[config.mk]
export PLATFORM = sky130hd
export DESIGN_NAME = pc_fetch_gen
export DESIGN_NICKNAME = d
export VERILOG_FILES = /design/src/rtl/mill_pkg.sv /design/src/rtl/pc_fetch_buf.sv /design/src/rtl/pc_fetch_gen.sv
export SDC_FILE = /design/constraint.sdc
export NUM_CORES = 1
export LEC_CHECK = 0
export BUFFER_PORTS_ARGS = -buffer_cell sky130_fd_sc_hd__buf_4
export CAP_MARGIN = 0
export CORE_AREA = 2 2 93 163
export DETAILED_ROUTE_END_ITERATION = 7
export DIE_AREA = 0 0 95 165
export GPL_ROUTABILITY_DRIVEN = 0
export PLACE_DENSITY = 0.76
export REMOVE_ABC_BUFFERS = 1
export SLEW_MARGIN = 30
export SYNTH_ARGS = -nofsm -noshare
export SYNTH_HDL_FRONTEND = slang
export SYNTH_SLANG_ARGS = --single-unit
[constraint.sdc]
create_clock -name clk -period 2.1 [get_ports clk]
set_input_delay 0.105 -clock clk [delete_from_list [all_inputs] [get_ports clk]]
set_output_delay 0.105 -clock clk [all_outputs]
set_load 0.05 [all_outputs]
[src/rtl/mill_pkg.sv]
// mill_pkg: shared front-end types and constants.
// Fetch FSM states, reset PC default, instruction size.
package mill_pkg;

  localparam int unsigned XLEN_DEF = 32;

  localparam logic [31:0] DEF_RESET_PC = 32'h8000_0000;
  localparam logic [31:0] INSTR_BYTES  = 32'd4;

  typedef enum logic [1:0] {
    S_FETCH = 2'd0,
    S_DRAIN = 2'd1,
    S_HOLD  = 2'd2,
    S_HALT  = 2'd3
  } fetch_state_e;

  typedef struct packed {
    logic [31:0] pc;
    logic [31:0] instr;
  } if_id_t;

  // Sequential successor; wraps modulo 2^32.
  function automatic logic [31:0] pc_next(
    input logic [31:0] pc
  );
    return pc + INSTR_BYTES;
  endfunction

endpackage

[src/rtl/pc_fetch_buf.sv]
// pc_fetch_buf: IF->ID output register (valid + {pc, instr}).
// Ports: clk, rst_n (sync, active low), load/clear, ld (bundle), if_valid/if_pc/if_instr.
module pc_fetch_buf
  import mill_pkg::*;
#(
  parameter int unsigned XLEN = 32
) (
  input  logic            clk,
  input  logic            rst_n,
  input  logic            load,
  input  logic            clear,
  input  if_id_t          ld,
  output logic            if_valid,
  output logic [XLEN-1:0] if_pc,
  output logic [31:0]     if_instr
);

  // clear wins over load so a redirect always
  // kills whatever would otherwise be presented.
  always_ff @(posedge clk) begin
    if (!rst_n) begin
      if_valid <= 1'b0;
      if_pc    <= '0;
      if_instr <= '0;
    end else if (clear) begin
      if_valid <= 1'b0;
    end else if (load) begin
      if_valid <= 1'b1;
      if_pc    <= ld.pc;
      if_instr <= ld.instr;
    end
  end

endmodule

[src/rtl/pc_fetch_gen.sv]
// pc_fetch_gen: PC owner, imem req/ack fetch FSM, IF->ID valid/ready.
// Ports: clk, rst_n, redirect_*, imem_*, if_*; PC_MISALIGN_TRAP_EN adds misalign_trap/misalign_addr.
module pc_fetch_gen
  import mill_pkg::*;
#(
  parameter logic [31:0] RESET_PC = DEF_RESET_PC,
  parameter int unsigned XLEN     = 32
) (
  input  logic            clk,
  input  logic            rst_n,
  input  logic            redirect_valid,
  input  logic [XLEN-1:0] redirect_target,
  output logic            imem_req,
  output logic [XLEN-1:0] imem_addr,
  input  logic            imem_ack,
  input  logic [31:0]     imem_rdata,
  output logic            if_valid,
  input  logic            if_ready,
  output logic [XLEN-1:0] if_pc,
  output logic [31:0]     if_instr
`ifdef PC_MISALIGN_TRAP_EN
  ,
  output logic            misalign_trap,
  output logic [XLEN-1:0] misalign_addr
`endif
);

  fetch_state_e    state;
  logic [XLEN-1:0] pc;
  logic [XLEN-1:0] drain_addr;
  logic            kill;

  logic   ack;
  logic   hs;
  logic   misalign;
  logic   buf_load;
  logic   buf_clear;
  if_id_t buf_ld;

  assign imem_req  = (state == S_FETCH) || (state == S_DRAIN);
  // The request in flight when a redirect hit must keep its address.
  assign imem_addr = kill ? drain_addr : pc;

  assign ack = imem_ack && imem_req;
  assign hs  = if_valid && if_ready;

`ifdef PC_MISALIGN_TRAP_EN
  assign misalign = redirect_valid && (redirect_target[1:0] != 2'b00);
`else
  assign misalign = 1'b0;
`endif

  assign buf_load  = (state == S_FETCH) && !kill && ack && !redirect_valid;
  assign buf_clear = redirect_valid || ((state == S_HOLD) && hs);
  assign buf_ld    = '{pc: pc, instr: imem_rdata};

  always_ff @(posedge clk) begin
    if (!rst_n) begin
      state      <= S_FETCH;
      pc         <= RESET_PC;
      drain_addr <= '0;
      kill       <= 1'b0;
    end else if (misalign) begin
      state <= S_HALT;
      kill  <= 1'b0;
    end else if (redirect_valid) begin
      pc <= redirect_target;
      case (state)
        S_FETCH: begin
          if (!ack) begin
            state      <= S_DRAIN;
            kill       <= 1'b1;
            drain_addr <= pc;
          end
        end
        S_DRAIN: begin
          if (ack) begin
            state <= S_FETCH;
            kill  <= 1'b0;
          end
        end
        S_HOLD:  state <= S_FETCH;
        S_HALT:  state <= S_FETCH;
        default: state <= S_FETCH;
      endcase
    end else begin
      case (state)
        S_FETCH: begin
          if (ack) begin
            pc    <= pc_next(pc);
            state <= S_HOLD;
          end
        end
        S_DRAIN: begin
          if (ack) begin
            state <= S_FETCH;
            kill  <= 1'b0;
          end
        end
        S_HOLD: begin
          if (hs) state <= S_FETCH;
        end
        S_HALT:  state <= S_HALT;
        default: state <= S_FETCH;
      endcase
    end
  end

`ifdef PC_MISALIGN_TRAP_EN
  always_ff @(posedge clk) begin
    if (!rst_n) begin
      misalign_trap <= 1'b0;
      misalign_addr <= '0;
    end else begin
      misalign_trap <= misalign;
      if (misalign) misalign_addr <= redirect_target;
    end
  end
`endif

  pc_fetch_buf #(
    .XLEN (XLEN)
  ) u_buf (
    .clk      (clk),
    .rst_n    (rst_n),
    .load     (buf_load),
    .clear    (buf_clear),
    .ld       (buf_ld),
    .if_valid (if_valid),
    .if_pc    (if_pc),
    .if_instr (if_instr)
  );

endmodule

==> results.yml <==
outcome:
  run_status: "complete, no violations"
sta:
  max_clock_freq_mhz: 509
  slew_limit_fails: 0
  tightestPinTransition_ns: 0.401
  setup_repair_after_global_routing_missed_its_margin: "false"
  min_period_over_period_pct: 93.5
  whs_ns: 0.0101
  slew_headroom_pct: 73.2
  finalSetupViolCount: 0
  skew_ns: 0.0118
  report.final.hold_viol_count: 0
  min_period_ns: 1.96
route:
  drt-vias-per-instance: 4.99
  met3_wirelength_um: 962
  drt-met1-wl_um: 6270
  detail_route.iter0.violations: 221
  detail_route.drc_violations: 0
  met2_length_um: 9020
  antenna_violating_nets_post_route: 0
  drt-pass1-iter-count: 4
  detailroute.via_count: 5559
  topRoutingLayerUsed: "met4"
  routed_wl_um: 16700
  drt-wirelength-per-cell_um: 15.0
worst_setup_path:
  crit-reg2reg-launch: "state[0]$_SDFFE_PN0P_"
  timing_worst_setup_path_type: "flop to primary output"
  path_cells: "buf_4 -> buf_6 -> mux2_2 -> buf_4"
  path_delay_family: "buffers and inverters"
  path_max_fanout: 21
  critical_path.reg2reg.endpoint: "u_buf.if_pc[15]$_SDFFE_PN0P_"
  slowest_delay_ns: 0.37
  critical_path.n_buffers_inverters: 3
  cpMostUsedCell: "buf_4"
  crit_path_end_kind: "primary output"
  reg2reg_depth: 9
  worstPathRequired_ns: 2.00
  worst_path_max_delay_cell: "mux2_2"
  reg2reg_setup_slack_ns: 0.17
  worst_path_arrival_ns: 1.86
  crit_path_start_kind: "flop"
grt:
  global_route.overflow_total: 0
  antenna_violations_before_repair: 0
  wire_length_of_the_first_global_routing_pass_um: 25200
  number_of_global_route_vias_before_repair: 5311
  grt_max_degree: 65
  grt_usage_pct: 20.5
synth:
  synthCells: 696
  post_synth_num_cell_types: 37
  yosysMostFrequentCell: "nand2_1"
  postSynthAreaPerCell_um2: 8.51
  ys_top_cells_by_count: "216 x nand2_1, 132 x dfxtp_1, 87 x a21boi_0"
  synth_top_cell_by_area: "dfxtp_1"
  synthArstFlopShare_pct: 0
  syn_area_um2: 5920
  synth.ff_latch_count: 132
  postSynth.topFlopCell: "dfxtp_1"
  post-synth-top-area-fraction_pct: 44.6
  yosysSeqAreaShare_pct: 44.6
  synth-edff-count: 0
  synth.area.top_cells: "dfxtp_1 45%, nand2_1 14%, a21boi_0 11%"
  synthesis.yosys.warnings: 0
finish:
  fillers: 1220
  multi_input_comb_area_um2: 3070
  num_antenna_cells: 0
  final_core_util_pct: 60.9
  syn2layout_area_growth_pct: 47.1
  numnets_final: 995
  post-route-cell-area_um2: 8710
  drive_gt1_share_pct: 29.7
  seqCellArea_um2: 2640
floorplan:
  fp.dieH_um: 165
  start_util_pct: 41.4
  io_pins: 167
  die-width_um: 95
  die-area_um2: 15700
  fp-row-count: 58
  placeableCoreArea_um2: 14300
cts:
  cts_htree_levels: 4
  cts-buffers-inserted: 17
  cts_tree: "built"
  ctsRootBufferMaster: "clkbuf_16"
  clkSinkCount: 132
  clock_latency_ns: 0.40
  path_clk_slew_ns: 0.06
  cts.path.max_buffers: 2
worst_hold_path:
  holdPathEnd: "pc[13]$_SDFFE_PN0P_"
  worst_hold_path_type: "primary input to flop"
  timing.hold.worst.start: "redirect_target[13]"
  worstHoldPathCells: 3
placed_design:
  dpl_wire_length_um: 10700
  placed_cell_area_um2: 7480
  port-buffer-count: 166
pwr:
  vdd_ir_drop_max_mv: 0.472
  leakage_power_nw: 3.58
  total_power_density_per_cell_area_nw_per_um2: 839
run:
  max-cap-violations: 0
==> metrics by stage <==
stage	setup TNS (ns)	power, W	setup slack (ns)	cells
5_1_grt	0	0.00759	0.0225	1114
2_1_floorplan	-42.90	0.00371	-0.658	644
3_5_place_dp	0	0.00429	0.0447	1021
3_3_place_gp	0	0.00427	0.107	1021
6_report	0	0.00731	0.137	1114
4_1_cts	0	0.00733	0.0276	1110
==> layout make-up <==
type | instances | area share (%)
clock buffers | 21 | 5.40
clock inverters | 11 | 1.45
inverters | 4 | 0.172
multi-input cells | 508 | 35.2
flip-flops and latches | 132 | 30.4
well taps | 180 | 2.59
repair buffers | 258 | 24.8
==> how the worst max path moves through the flow <==
stage                                     start                              end  cells after the start
after floorplan               kill$_SDFFE_PN0P_   u_buf.if_instr[0]$_SDFFE_PN0P_                      3
after global placement    state[0]$_SDFFE_PN0P_  u_buf.if_instr[25]$_SDFFE_PN0P_                      7
after detailed placement  state[0]$_SDFFE_PN0P_   u_buf.if_instr[8]$_SDFFE_PN0P_                      7
after CTS                     kill$_SDFFE_PN0P_                     imem_addr[4]                      4
after global routing      state[1]$_SDFFE_PN0P_              pc[31]$_SDFFE_PN1P_                      8
final                         kill$_SDFFE_PN0P_                     imem_addr[4]                      4
==> registers in the layout, summed over array words and instances (netlist names) <==
signal,count
state,2
drain_addr,32
pc,32
u_buf.if_instr,32
u_buf.if_pc,32
kill,1
u_buf.if_valid,1
==> logic make-up after synthesis <==
group | Yosys count | share of synthesized area [%]
adders and majority gates | 5 | 1.06
DFF | 132 | 44.6
and+or+nand+nor | 283 | 21.8
buffers and inverters | 56 | 3.68
muxes | 34 | 6.40
AOI/OAI and AO/OA | 157 | 18.2
xor gates and xnor gates | 29 | 4.29
==> worst min-delay path, stage by stage <==
cell	delay, ns
buf_4	0.09
o21ai_0	0.06
a21oi_1	0.12
==> metal layers <==
metal | up-vias | GRT usage, %
li1 | 2787 | -
met1 | 2592 | 21.8
met2 | 150 | 38.0
met3 | 30 | 3.74
met4 | 0 | 9.49
met5 | - | 0
==> placed cells by master (no fill, tap or decap), types with 5 or more instances in the layout <==
master         instances
nand3_1               10
buf_4                194
dlygate4sd3_1         57
xnor2_1               11
nor3_1                 6
and2_1                 6
nand4_1                9
o21ai_0               26
a21oi_1               23
nor2_1                 5
o211a_1                7
a21boi_1              10
nand2_1              216
a21boi_0              87
xor2_1                18
mux2_2                31
clkbuf_16             19
dfxtp_1              131
==> where the power goes <==
group	leakage (nW)	internal, W	switching, W	total (W)
combinational	2.22	0.000627	0.000976	0.00160
sequential	1.08	0.00265	0.000117	0.00276
clock	0.282	0.00185	0.00109	0.00294
total	3.58	0.00512	0.00219	0.00731
==> timing repair <==
| action | in CTS | in global routing |
|---|---|---|
| gates resized for setup | 0 | 4 |
| setup endpoints to repair | 0 | 71 |
| buffers inserted | 0 | 2 |
| hold endpoints to repair | 57 | 0 |
| hold buffers | 57 | 0 |
No activity file was read; power rests on OpenSTA's default activity.
